## config.mk

```make
export PLATFORM = sky130hd
export DESIGN_NAME = spi_reg_responder
export DESIGN_NICKNAME = d
export VERILOG_FILES = /design/src/rtl/spi_reg_responder.sv
export SDC_FILE = /design/constraint.sdc
export NUM_CORES = 1
export LEC_CHECK = 0
export CORE_AREA = 5 5 145 147
export CTS_BUF_LIST = sky130_fd_sc_hd__clkbuf_4 sky130_fd_sc_hd__clkbuf_8 sky130_fd_sc_hd__clkbuf_16
export DETAILED_ROUTE_END_ITERATION = 8
export DIE_AREA = 0 0 150 152
export PLACE_DENSITY = 0.71
export RECOVER_POWER = 50
export SLEW_MARGIN = 10
export SYNTH_ARGS = -nofsm -noshare
export SYNTH_HDL_FRONTEND = slang
export SYNTH_SLANG_ARGS = --single-unit
```

## constraint.sdc

```tcl
create_clock -name Clock -period 3.4 [get_ports Clock]
set_clock_uncertainty 0.1 [all_clocks]
set_input_delay 0.34 -clock Clock [delete_from_list [all_inputs] [get_ports Clock]]
set_output_delay 0.34 -clock Clock [all_outputs]
set_load 0.005 [all_outputs]
```

## src/rtl/spi_reg_responder.sv

```systemverilog
// ---------------------------------------------------------------------------
// spi_reg_responder
//
// SPI mode-0 slave that fronts a small register file. A frame starts with CS
// low and a command word {RW, ..., addr}. RW=1 streams reg[addr] out on MISO,
// and RW=0 writes each following data word into reg[addr]. Extra words keep
// the transfer going. SCLK, MOSI and CS are asynchronous to Clock, so each
// one is brought in through a two-flop synchronizer. All logic runs on Clock.
//
// Optional feature (macro SPI_RESP_AUTOINC_EN):
//   defined   - the address advances by 1 after every data word and wraps
//               from 2**AW-1 to 0.
//   undefined - the address stays fixed for the whole frame.
//
// Parameters
//   DW  data/shift width; the command word is also DW bits (DW >= AW+1)
//   AW  register address width; the file holds 2**AW registers
//
// Ports
//   Clock     in   system clock
//   Reset     in   asynchronous active-low reset
//   SCLK      in   SPI clock from the master, idle low
//   MOSI      in   master-out data, MSB first
//   CS        in   chip select, active low
//   MISO      out  slave-out data, MSB first
//   busy      out  synchronized CS is asserted (frame in progress)
//   wr_stb    out  one-cycle pulse when an SPI write is committed
//   wr_addr   out  address of the committed SPI write
//   wr_data   out  data of the committed SPI write
//   hrd_addr  in   host read address
//   hrd_data  out  combinational read of reg[hrd_addr]
//   hwr_en    in   host write enable
//   hwr_addr  in   host write address
//   hwr_data  in   host write data
//   o_state   out  debug view of the frame FSM (0 IDLE, 1 CMD, 2 WR, 3 RD)
// ---------------------------------------------------------------------------
module spi_reg_responder #(
   parameter int DW = 8,
   parameter int AW = 4
) (
   input  logic          Clock,
   input  logic          Reset,
   input  logic          SCLK,
   input  logic          MOSI,
   input  logic          CS,
   output logic          MISO,
   output logic          busy,
   output logic          wr_stb,
   output logic [AW-1:0] wr_addr,
   output logic [DW-1:0] wr_data,
   input  logic [AW-1:0] hrd_addr,
   output logic [DW-1:0] hrd_data,
   input  logic          hwr_en,
   input  logic [AW-1:0] hwr_addr,
   input  logic [DW-1:0] hwr_data,
   output logic [1:0]    o_state
);

   localparam int CW = (DW > 1) ? $clog2(DW) : 1;
   localparam int NR = 2 ** AW;

   typedef enum logic [1:0] {
      IDLE = 2'd0,
      CMD  = 2'd1,
      WR   = 2'd2,
      RD   = 2'd3
   } state_t;

   // Synchronizers and edge detection
   logic r_sclk_s1, r_sclk_s2, r_sclk_d;
   logic r_mosi_s1, r_mosi_s2;
   logic r_cs_s1, r_cs_s2;

   // CS resets high so that reset never looks like the start of a frame.
   always_ff @(posedge Clock or negedge Reset) begin
      if (!Reset) begin
         r_sclk_s1 <= 1'b0;
         r_sclk_s2 <= 1'b0;
         r_sclk_d  <= 1'b0;
         r_mosi_s1 <= 1'b0;
         r_mosi_s2 <= 1'b0;
         r_cs_s1   <= 1'b1;
         r_cs_s2   <= 1'b1;
      end else begin
         r_sclk_s1 <= SCLK;
         r_sclk_s2 <= r_sclk_s1;
         r_sclk_d  <= r_sclk_s2;
         r_mosi_s1 <= MOSI;
         r_mosi_s2 <= r_mosi_s1;
         r_cs_s1   <= CS;
         r_cs_s2   <= r_cs_s1;
      end
   end

   logic w_rise, w_fall;
   assign w_rise = r_sclk_s2 & ~r_sclk_d;
   assign w_fall = ~r_sclk_s2 & r_sclk_d;

   // Frame state
   state_t          r_state;
   logic [CW-1:0]   r_bit_cnt;
   logic [DW-2:0]   r_shift_in;   // the newest bit is taken straight from MOSI
   logic [DW-2:0]   r_shift_out;  // the MSB in flight lives in r_miso
   logic [AW-1:0]   r_addr;
   logic            r_miso;
   logic            r_busy;
   logic            r_wr_stb;
   logic [AW-1:0]   r_wr_addr;
   logic [DW-1:0]   r_wr_data;
   logic [DW-1:0]   r_regs [NR];

   logic [DW-1:0]   w_byte;
   logic            w_last;
   logic [AW-1:0]   w_cmd_addr;
   logic [AW-1:0]   w_next_addr;
   logic [AW-1:0]   w_load_addr;
   logic [DW-1:0]   w_load_data;
   logic            w_spi_we;

   assign w_byte     = {r_shift_in, r_mosi_s2};
   assign w_last     = (r_bit_cnt == CW'(DW - 1));
   assign w_cmd_addr = w_byte[AW-1:0];

`ifdef SPI_RESP_AUTOINC_EN
   assign w_next_addr = r_addr + 1'b1;
`else
   assign w_next_addr = r_addr;
`endif

   // A read word is fetched either right after the command or at each word
   // boundary in RD. The value is captured at that moment, so later host
   // writes do not disturb the word being shifted out.
   assign w_load_addr = (r_state == CMD) ? w_cmd_addr : w_next_addr;
   assign w_load_data = r_regs[w_load_addr];

   // A write commits on the last rising edge of a data word, provided CS has
   // not already been seen high.
   assign w_spi_we = (r_state == WR) && !r_cs_s2 && w_rise && w_last;

   always_ff @(posedge Clock or negedge Reset) begin
      if (!Reset) begin
         r_state     <= IDLE;
         r_bit_cnt   <= '0;
         r_shift_in  <= '0;
         r_shift_out <= '0;
         r_addr      <= '0;
         r_miso      <= 1'b0;
         r_busy      <= 1'b0;
         r_wr_stb    <= 1'b0;
         r_wr_addr   <= '0;
         r_wr_data   <= '0;
      end else begin
         r_wr_stb <= 1'b0;
         r_busy   <= ~r_cs_s2;
         if (r_cs_s2) begin
            // CS high ends the frame at once and drops any partial word.
            r_state   <= IDLE;
            r_bit_cnt <= '0;
            r_miso    <= 1'b0;
         end else begin
            if (w_rise) begin
               r_shift_in <= w_byte[DW-2:0];
               r_bit_cnt  <= w_last ? '0 : r_bit_cnt + 1'b1;
            end
            case (r_state)
               IDLE: begin
                  r_state   <= CMD;
                  r_bit_cnt <= '0;
                  r_miso    <= 1'b0;
               end
               CMD: begin
                  if (w_rise && w_last) begin
                     r_addr <= w_cmd_addr;
                     if (w_byte[DW-1]) begin
                        r_shift_out <= w_load_data[DW-2:0];
                        r_miso      <= w_load_data[DW-1];
                        r_state     <= RD;
                     end else begin
                        r_state <= WR;
                     end
                  end
               end
               WR: begin
                  if (w_spi_we) begin
                     r_wr_stb  <= 1'b1;
                     r_wr_addr <= r_addr;
                     r_wr_data <= w_byte;
                     r_addr    <= w_next_addr;
                  end
               end
               RD: begin
                  if (w_rise && w_last) begin
                     r_shift_out <= w_load_data[DW-2:0];
                     r_miso      <= w_load_data[DW-1];
                     r_addr      <= w_next_addr;
                  end else if (w_fall && (r_bit_cnt != '0)) begin
                     // The fall that follows a word boundary must not shift,
                     // because the new MSB has already been presented.
                     r_shift_out <= {r_shift_out[DW-3:0], 1'b0};
                     r_miso      <= r_shift_out[DW-2];
                  end
               end
               default: r_state <= IDLE;
            endcase
         end
      end
   end

   // Register file. On an address collision the SPI write takes priority.
   always_ff @(posedge Clock or negedge Reset) begin
      if (!Reset) begin
         for (int i = 0; i < NR; i++) r_regs[i] <= '0;
      end else begin
         if (w_spi_we) r_regs[r_addr] <= w_byte;
         if (hwr_en && !(w_spi_we && (hwr_addr == r_addr)))
            r_regs[hwr_addr] <= hwr_data;
      end
   end

   assign MISO     = r_miso;
   assign busy     = r_busy;
   assign wr_stb   = r_wr_stb;
   assign wr_addr  = r_wr_addr;
   assign wr_data  = r_wr_data;
   assign hrd_data = r_regs[hrd_addr];
   assign o_state  = r_state;

endmodule

```

* Word-level counts from Yosys, hierarchy flattened
Index checks and enable logic that the tools add are counted.
** Operators by class
- Div/mod/pow operators :: 0
- Bitwise operators :: 9
- Reduce and logical (&&, ||, !) cells :: 23
- Shift-type cells :: 0
- Multiplexer cells :: 37
- Add/subtract/negate cells :: 1
- Multiply operators :: 0
- Order comparisons :: 6
- Eq/ne operators :: 11
** Operator list (number)
- $bwmux W128 :: 2
- $mux W128 :: 2
- $bmux W8 S4 :: 2
- $demux W8 S4 :: 2
- $mux W8 :: 6
- $mux W7 :: 4
- $ge A5 B5 Y1 const B :: 4
- $not A4 Y5 :: 4
- $pmux W7 S2 :: 1
- $mux W3 :: 4
- $lt A5 B1 Y1 const B :: 2
- $logic_and A1 B1 Y1 :: 9
- $mux W1 :: 9
- $reduce_bool A3 Y1 :: 3
- $ne A3 B3 Y1 const B :: 2
- $reduce_and A3 Y1 :: 2
- $reduce_and A5 Y1 :: 1
- $eq A2 B2 Y1 const B :: 2
- $eq A4 B4 Y1 :: 1
- $mux W2 :: 2
- $mux W4 :: 1
- $ne A4 B4 Y1 const B :: 1
- $pmux W2 S2 :: 1
- $reduce_and A2 Y1 :: 2
- other kinds (14) :: 18
** Word-level totals
- Input bits :: 22
- Latch bits :: 0
- RAM bits :: 0
- Memory bits (read-only) :: 0
- Memories :: 0
- Output and inout bits :: 25
- Bits in registers :: 173

* Longest topological paths before layout
Gate-level depths: netlist of the first run.
- Depth after elaboration :: 10
- Depth in mapped cells :: 11

* Least setup slack after synthesis of the first run
Ideal clock, no wire load.
- Path type :: input to output
- Start :: input port hrd_addr[0]
- End :: output port hrd_data[1]
- Path slack :: 0.830 ns
- Cell stages on the path :: 4
- Data arrival time :: 2.130 ns
- Required time :: 2.960 ns
- Path buffers :: 2
- Path through :: clkbuf_1 clkbuf_1 mux4_2 mux4_2
** Between the ends
- Longest elaborated chain between the ends :: 4
** Ends and longest elaborated chain
- from (decl) :: line 51 : input logic [AW-1:0] hrd_addr,
- $not A4 Y5 (implied by the code) :: line 225 : assign hrd_data = r_regs[hrd_addr];
- $bmux W8 S4 :: line 225
- $mux W8 (implied by the code) (2 in a row) :: line 225
- to (decl) :: line 52 : output logic [DW-1:0] hrd_data,
Every way passes these cells. The select of a mux whose other input is x is not followed.

* Final worst setup path of the first run
- Start :: register r_bit_cnt[0]
- End :: register r_regs[29] (netlist bit)
** Between the ends
- Longest elaborated chain between the ends :: 6
- Elaborated cells on any way between the ends :: 8
** Ends and longest elaborated chain
- from (decl) :: line 101 : logic [CW-1:0] r_bit_cnt;
- from (signal assigned) :: line 163 : r_bit_cnt <= w_last ? '0 : r_bit_cnt + 1'b1;
- $eq A3 B3 Y1 (*) :: line 121 : assign w_last = (r_bit_cnt == CW'(DW - 1));
- $logic_and A1 B1 Y1 (*) :: line 138 : assign w_spi_we = (r_state == WR) && !r_cs_s2 && w_rise && w_last;
- $logic_and A1 B1 Y1 :: line 215 : if (hwr_en && !(w_spi_we && (hwr_addr == r_addr)))
- $logic_not A1 Y1 :: line 215
- $logic_and A1 B1 Y1 :: line 215
- $mux W128 (*) :: line 215
- to (signal, indexed assignment) :: line 214 : if (w_spi_we) r_regs[r_addr] <= w_byte;
- to (signal, indexed assignment) :: line 216 : r_regs[hwr_addr] <= hwr_data;
- to (decl) :: line 110 : logic [DW-1:0] r_regs [NR];
Every way passes the cells marked *; elsewhere a longest branch is shown, timed or not.
A chain may end at the register's enable or synchronous reset.

==> results by group, run 1 <==
Run status
  • Status: completed

Power and ir drop
  • Switching part of the total power: 0.298
  • Power Dens Cells: about 560 nW/um^2
  • Post-route total power: 6.65 mW
  • Internal power: 4.67 mW
  • Maximum VDD drop: 415 uV
  • Net Switching: 1.98 mW
  • Register share of total power: 0.437
  • Leakage: 5.04 nW
  • Clk network pwr share: 0.305
  • Comb power frac: 0.258

STA
  • Crit share post-route: 0.950
  • Count of final max-slew check failures: 0
  • Final Hold Fails: 0
  • Slew headroom: 0.133
  • FMAX: 310 MHz
  • Final Critical Period: roughly 3.2 ns
  • WHS: about 0.25 ns
  • RSZ-0062 raised after global routing: no
  • Final WS setup: about 0.17 ns
  • Actual slew at the worst max-slew pin: 1.30 ns
  • Final setup violation count: 0
  • Setup TNS Final: 0 ns

Logic synthesis
  • Post-synthesis sequential area ratio: 0.413
  • Synth top area share: 0.408
  • Most common cell in the netlist: mux2_2
  • Syn Nets: between 800 and 900
  • Netlist Area Pre-Place: between 10000 and 15000 sq um
  • Syn Area/Cell: 13.3 sq um
  • Most used flip-flop cell after synthesis: dfrtp_1
  • Mapped Cells: between 700 and 800
  • Synth top cells by count: 251 x mux2_2, 171 x dfrtp_1, 66 x mux4_2, 42 x clkbuf_1, 35 x nand2_1
  • Largest area contributor in the netlist: dfrtp_1
  • FFs w/ async S/R, synth: 1.00
  • Synth area leaders: dfrtp_1 41%, mux2_2 27%, mux4_2 14%, mux2i_1 2.3%, clkbuf_1 1.5%
  • Yosys reg bits: between 150 and 200
  • EDFF count, synth: 0
  • Yosys warns: 0
  • Post-synthesis cell type count: 57

Final layout
  • # nets final: between 800 and 900
  • Ant. Diodes: 0
  • Area growth from synthesis to layout: 13.1%
  • End-of-flow core utilization: 0.600
  • Ratio of cells with drive above 1 in the final layout: 0.496
  • Final non-filler cell total: ~1.1k
  • Fin area: about 12000 sq um

Routing
  • First-iteration detailed-routing DRC count: between 700 and 800
  • WL final: between 20000 and 30000 microns
  • Routed Antenna Nets: 0
  • DRC viols: 0
  • Vias per Instance: between 6 and 7
  • TritonRoute pass-1 iters: 6
  • DR vias: around 7.2k
  • Post-DR wirelength/cell: between 20 and 30 microns

Job
  • Max_cap viols: 0

Global routing
  • Antenna violations before repair: 0
  • Gr ovfl total: 0
  • Largest net degree at the start of global routing: a little over 90
  • First-pass GRT wire length: around 46000 microns
  • Vias in the first global route: 7659
  • Total Routing Usage GR: 0.266

Placed design
  • DP Worst Slack: about 0.24 ns
  • DP HPWL: between 20000 and 25000 microns
  • Last weighted congestion value of the routability-driven placer: roughly 0.95
  • DP Area: about 11000 sq um
  • Placed insts: 1067
  • Port-buffer cells: between 40 and 50

Worst setup path
  • Reg2reg setup slack: roughly 0.17 ns
  • CP Capture Type: flop
  • Cells on worst reg2reg path: 9
  • Crit Path Category: flop to flop
  • RR Startpoint: r_bit_cnt[0]
  • Max FO, Critical Path: 10
  • R2R Path End: r_regs[29]
  • Critical Path Start Type: flop
  • WP data required: roughly 3.6 ns
  • Crit path DAT: 3.45 ns

Worst hold path
  • Min-Delay Endpoint: r_sclk_s2
  • Hold WC Path Type: flop to flop
  • Hold path depth: 0
  • Hold_sp: r_sclk_s1

Clock tree
  • Clock root buffer: clkbuf_16
  • CTS sink count: 173
  • TritonCTS clock tree: done
  • H-tree Lvls: 4
  • Clk buf depth: 2
  • Clock buffer count from CTS: 17
  • Reg clk slew, reported paths: ~0.07 ns
  • Post-CTS resize count: 0
  • Skew-Pair Late Insertion Delay: roughly 0.43 ns

Floorplan
  • Die area: between 20000 and 25000 sq um
  • Die Wd: ~150 microns
  • Height of the die: ~150 microns
  • Num rows: between 50 and 60
  • IO Pins: 47
  • Core area: 19800 sq um
  • Initial Utilization: 0.531
==> state kept, by name, summed over array words and instances, names as in the netlist <==
| register | cells |
|---|---|
| o_state | 2 |
| r_mosi_s1 | 1 |
| r_addr | 4 |
| r_bit_cnt | 3 |
| r_regs | 128 |
| r_mosi_s2 | 1 |
| r_cs_s1 | 1 |
| wr_addr | 4 |
| busy | 1 |
| r_sclk_d | 1 |
| wr_stb | 1 |
| MISO | 1 |
| r_cs_s2 | 1 |
| r_shift_out | 7 |
| r_sclk_s1 | 1 |
| r_sclk_s2 | 1 |
| wr_data | 8 |
| r_shift_in | 7 |
==> final cells by class <==
type	count	area (sq um)
Inverter	12	45.0
Multi-Input combinational cell	542	5870
Tap cell	270	338
Clock inverter	14	168
Clock buffer	18	439
Fill cell	1544	7900
Timing Repair Buffer	71	689
Sequential cell	173	4330
==> timing repair <==
action                                 4_1_cts  5_1_grt
buffers inserted                             0        0
endpoints found under the hold margin       40        0
hold buffers                                 1        0
==> how the worst max path moves through the flow <==
stage / startpoint / end / slack, ns / depth (start not counted)
floorplan: hrd_addr[0] / hrd_data[1] / 0.83 / 4
global placement: r_bit_cnt[0] / r_regs[27] / 0.35 / 9
detailed placement: r_bit_cnt[0] / r_regs[27] / 0.24 / 9
CTS: r_bit_cnt[0] / r_regs[29] / 0.22 / 9
global route: r_bit_cnt[0] / r_regs[29] / 0.001 / 9
finish: r_bit_cnt[0] / r_regs[29] / 0.17 / 9
==> cells in the final DEF (no fill, tap or decap), types with 4 or more instances in the layout <==
master	instances
nand2_1	35
nor2_2	6
buf_12	4
a21oi_1	13
ha_1	7
mux2i_1	23
nand2_2	13
and3_1	8
o21ai_0	10
clkinv_2	4
buf_4	18
clkdlybuf4s50_1	40
inv_1	11
a222oi_1	5
and3b_1	4
mux4_2	66
dfrtp_1	171
dlygate4sd3_1	4
nor3_1	5
nand2b_1	5
clkbuf_16	17
mux2_2	251
mux2_1	6
nor2_1	27
a211oi_1	6
==> layer usage <==
metal	part of all wire	global-route usage	wire [microns]
met4	0.034	0.108	1010
met1	0.40	0.350	11700
met2	0.49	0.431	14500
met3	0.072	0.0575	2120
met5	0	0	0
==> kinds of logic after synthesis <==
group,synth area share
DFF,0.413
AOI/OAI and AO/OA,0.0362
buffers and inverters,0.0298
xor gates and xnor gates,0.00334
and+or+nand+nor,0.0673
muxes,0.442
adders and majority gates,0.00834
==> critical path, cell delays in order (launching register included) <==
cell	delay (ns)
dfrtp_1	0.39
ha_1	0.17
ha_1	0.25
and4bb_2	0.30
nand2_2	0.16
buf_4	0.21
nor3_2	0.30
nand3_1	0.50
mux2_2	0.45
mux2_2	0.27
==> power by group through the flow <==
stage	sequential (mW)	combinational [mW]	clock (mW)
3_5_place_dp	2.92	1.69	0
5_1_grt	2.94	1.84	2.13
2_1_floorplan	2.66	1.33	0
4_1_cts	2.89	1.71	2.05
3_3_place_gp	2.87	1.63	0
6_report	2.91	1.72	2.03
No activity file was read; power rests on OpenSTA's default activity.
==> run 2: changes to the inputs <==
--- a/config.mk
+++ b/config.mk
@@ -5,11 +5,12 @@
 export SDC_FILE = /design/constraint.sdc
 export NUM_CORES = 1
 export LEC_CHECK = 0
-export CORE_AREA = 5 5 145 147
+export ABC_AREA = 1
+export CORE_AREA = 5 5 146 148
 export CTS_BUF_LIST = sky130_fd_sc_hd__clkbuf_4 sky130_fd_sc_hd__clkbuf_8 sky130_fd_sc_hd__clkbuf_16
 export DETAILED_ROUTE_END_ITERATION = 8
-export DIE_AREA = 0 0 150 152
-export PLACE_DENSITY = 0.71
+export DIE_AREA = 0 0 151 153
+export PLACE_DENSITY = 0.72
 export RECOVER_POWER = 50
 export SLEW_MARGIN = 10
 export SYNTH_ARGS = -nofsm -noshare
==> run 2 against run 1 <==
Net effect:
- largest cell class unchanged
- worst hold slack better by 0.0046 ns
- worst setup slack better by 0.19 ns
- total power is 2.2% higher
- sequential cell count stayed put
- register-to-register slack better by 0.19 ns
- largest power group unchanged
- critical path depth is 3 higher
- global-route usage is 6.3 points higher
- cell count is 68% higher
- the flow now finishes with violations (capacitance limit, slew limit)
- area after synthesis is 2.3% higher
- synthesized cell count is 99% higher
- cell area is 0.60% lower
==> results by group, run 2 <==
Run status
  • Status: complete, but fails checks
  • Failing checks: capacitance limit, slew limit

Routing
  • WL final: 37500 microns (+28%)
  • Routed Antenna Nets: 0 (unchanged)
  • Post-DR wirelength/cell: 20.3 microns (-24%)
  • First-iteration detailed-routing DRC count: 1397 (+87%)
  • DR vias: 10.8k (+51%)
  • DRC viols: 0 (unchanged)
  • TritonRoute pass-1 iters: 6 (unchanged)
  • Vias per Instance: 5.87 (-10%)

Worst setup path
  • Reg2reg setup slack: 0.36 ns (+0.19 ns)
  • CP top delay family: simple AND/OR/NAND/NOR gates
  • CP Depth: 12 (+3)
  • R2R Path End: r_shift_out[6]
  • CP max-delay cell: ha_1
  • Crit path DAT: 3.27 ns (-0.18 ns)
  • Cells on worst reg2reg path: 12 (+3)
  • RR Startpoint: o_state[1]
  • WP data required: 3.63 ns (about the same)
  • CP Buf/Inv Count: 2 (+1)
  • Max FO, Critical Path: 24 (+14)
  • CP Capture Type: flop
  • Max stage delay on crit path: 0.55 ns (+0.05 ns)
  • Critical Path Start Type: flop
  • Crit Path Category: flop to flop
  • Cell Chain, Critical Path: inv_1 -> ha_1 -> nand2_1 -> nand2_2 -> buf_4 -> nand2_1 -> nand3_1 -> nand3_1 -> nand3_1 -> nand3_1 -> nand2_1 -> nand2_1

Global routing
  • First-pass GRT wire length: 57900 microns (+25%)
  • Largest net degree at the start of global routing: 98 (+6.5%)
  • Total Routing Usage GR: 0.330 (+0.0634)
  • Gr ovfl total: 0 (unchanged)
  • Antenna violations before repair: 0 (unchanged)
  • Vias in the first global route: 9508 (+24%)

Floorplan
  • Die area: 23100 sq um (+1.3%)
  • Initial Utilization: 0.539 (+0.00860)
  • IO Pins: 47 (unchanged)
  • Height of the die: 153 microns (+0.66%)
  • Core area: 19900 sq um (+0.66%)
  • Num rows: 52 (unchanged)
  • Die Wd: 151 microns (+0.67%)

Logic synthesis
  • Netlist Area Pre-Place: 10700 sq um (+2.3%)
  • Largest area contributor in the netlist: dfrtp_1
  • Syn Area/Cell: 6.84 sq um (-49%)
  • EDFF count, synth: 0 (unchanged)
  • Synth top area share: 0.399 (-0.00912)
  • Syn Nets: 1599 (+96%)
  • Synth top cells by count: 501 x nand2_1, 340 x o21ai_0, 171 x dfrtp_1, 156 x inv_1, 136 x nand3_1
  • Most used flip-flop cell after synthesis: dfrtp_1
  • FFs w/ async S/R, synth: 1.00 (unchanged)
  • Yosys warns: 0 (unchanged)
  • Post-synthesis cell type count: 27 (-53%)
  • Mapped Cells: 1570 (+99%)
  • Post-synthesis sequential area ratio: 0.403 (-0.00923)
  • Synth area leaders: dfrtp_1 40%, nand2_1 18%, o21ai_0 16%, nand3_1 6.3%, inv_1 5.5%
  • Yosys reg bits: 173 (unchanged)
  • Most common cell in the netlist: nand2_1

Worst hold path
  • Hold WC Path Type: flop to flop
  • Hold path depth: 0 (unchanged)
  • Hold_sp: r_sclk_s1
  • Min-Delay Endpoint: r_sclk_s2

STA
  • Crit share post-route: 0.894 (-0.0559)
  • Final setup violation count: 0 (unchanged)
  • Setup TNS Final: 0 ns (unchanged)
  • FMAX: 329 MHz (+6.3%)
  • Slew headroom: -0.540 (-0.673)
  • Count of final max-slew check failures: 97 (+97)
  • WHS: 0.253 ns (+0.00460 ns)
  • Final Critical Period: 3.04 ns (-0.190 ns)
  • RSZ-0062 raised after global routing: no
  • Actual slew at the worst max-slew pin: 2.31 ns (+1.01 ns)
  • Final Hold Fails: 0 (unchanged)

Placed design
  • Last weighted congestion value of the routability-driven placer: 1.05 (+10%)
  • DP Area: 11200 sq um (-0.57%)
  • Port-buffer cells: 46 (unchanged)
  • DP HPWL: 25500 microns (+27%)
  • Placed insts: 1812 (+70%)

Final layout
  • Commonest non-fill, non-tap cell in the layout: nand2_1
  • Most frequent cells in the layout: 499 x nand2_1, 339 x o21ai_0, 171 x dfrtp_1
  • Area growth from synthesis to layout: 9.94%
  • Largest Register: r_regs
  • Number of flip-flops in the largest register: 128 (unchanged)
  • Fin area: 11800 sq um (-0.60%)
  • Ant. Diodes: 0 (unchanged)
  • Final non-filler cell total: 1845 (+68%)
  • FILL cells: 1942 (+26%)
  • # nets final: 1591 (+88%)
  • Ratio of cells with drive above 1 in the final layout: 0.0495 (-0.447)

Power and ir drop
  • Maximum VDD drop: 403 uV (-3.1%)
  • Post-route total power: 6.80 mW (+2.2%)
  • Power Dens Cells: 576 nW/um^2 (+2.8%)
  • Leakage: 5.57 nW (+10%)

Clock tree
  • Post-CTS resize count: 0 (unchanged)
  • Clk buf depth: 2 (unchanged)
  • Reg clk slew, reported paths: 0.07 ns (about the same)
  • Clock buffer count from CTS: 17 (unchanged)
  • TritonCTS clock tree: done
  • CTS sink count: 173 (unchanged)
  • Clock root buffer: clkbuf_16
  • Skew-Pair Late Insertion Delay: 0.45 ns (+0.02 ns)
  • H-tree Lvls: 4 (unchanged)

Job
  • Max_cap viols: 1 (+1)
[run 2: changes by cell type in the layout (fill, tap and decap cells not counted), sizes merged, moves of 8 or more]
cell,delta
nand3,+132
a21oi,+53
mux2i,-22
nor3,-8
nand2,+453
nor2,+8
o221ai,+15
inv,+153
and3,-8
mux2,-257
mux4,-66
dlygate4sd3,+12
o21ai,+343
clkdlybuf4s50,-12
[run 2: final cells by class]
class / instances / area (sq um) / share of cell area
timing repair buffer: 76 / 713 / 0.0604
clock buffer: 18 / 439 / 0.0372
multi-input combinational: 1136 / 5230 / 0.443
sequential: 173 / 4330 / 0.367
tap: 270 / 338 / 0.0286
inverter: 158 / 593 / 0.0502
clock inverter: 14 / 161 / 0.0137
[run 2: worst max-delay path by stage]
stage / start / end / slack, ns
after floorplan: o_state[1] / MISO / 1.37
after global placement: o_state[1] / r_shift_out[6] / 0.49
after detailed placement: o_state[1] / r_shift_out[6] / 0.43
after CTS: o_state[1] / r_shift_out[6] / 0.41
after global routing: o_state[1] / r_shift_out[6] / 0.14
final: o_state[1] / r_shift_out[6] / 0.36
[run 2: worst reg2reg max path, delay by kind of cell (launching register included)]
kind          cells  cell delay, ns
buf+inv           2            0.46
flops             1            0.42
simple gates      9            1.43
fa+ha+maj         1            0.55
[run 2: routing by layer]
| metal | track usage | share of wire | up-vias |
|---|---|---|---|
| met1 | 0.499 | 0.43 | 5024 |
| met3 | 0.0749 | 0.12 | 83 |
| li1 | - | - | 5112 |
| met2 | 0.458 | 0.41 | 618 |
| met5 | 0 | 0 | - |
| met4 | 0.126 | 0.041 | 0 |
[run 2: repair_timing]
item,4_1_cts,5_1_grt
buffers inserted,0,0
endpoints found under the hold margin,93,0
hold buffers,1,0
[run 2: report_power, final]
group / internal (mW) / leakage, nW / switching [mW] / total, mW
Sequential: 2.44 / 2.22 / 0.320 / 2.76
Combinational: 0.672 / 3.06 / 1.32 / 2.00
Clock: 1.07 / 0.297 / 0.970 / 2.04
Total: 4.18 / 5.57 / 2.62 / 6.80
[run 2: kinds of logic after synthesis]
family / count (synthesis) / share of synthesized area
compound gates: 443 / 0.214
xor+xnor: 2 / 0.00163
fa+ha+maj: 7 / 0.00816
buf+inv: 261 / 0.110
flops: 173 / 0.403
mux: 3 / 0.00280
simple gates: 681 / 0.260
[run 2: through the flow]
step / util / setup WS, ns
2_1_floorplan: - / 1.37
5_1_grt: 0.593 / 0.144
3_3_place_gp: 0.563 / 0.491
6_report: 0.593 / 0.361
3_5_place_dp: 0.563 / 0.428
4_1_cts: 0.594 / 0.405
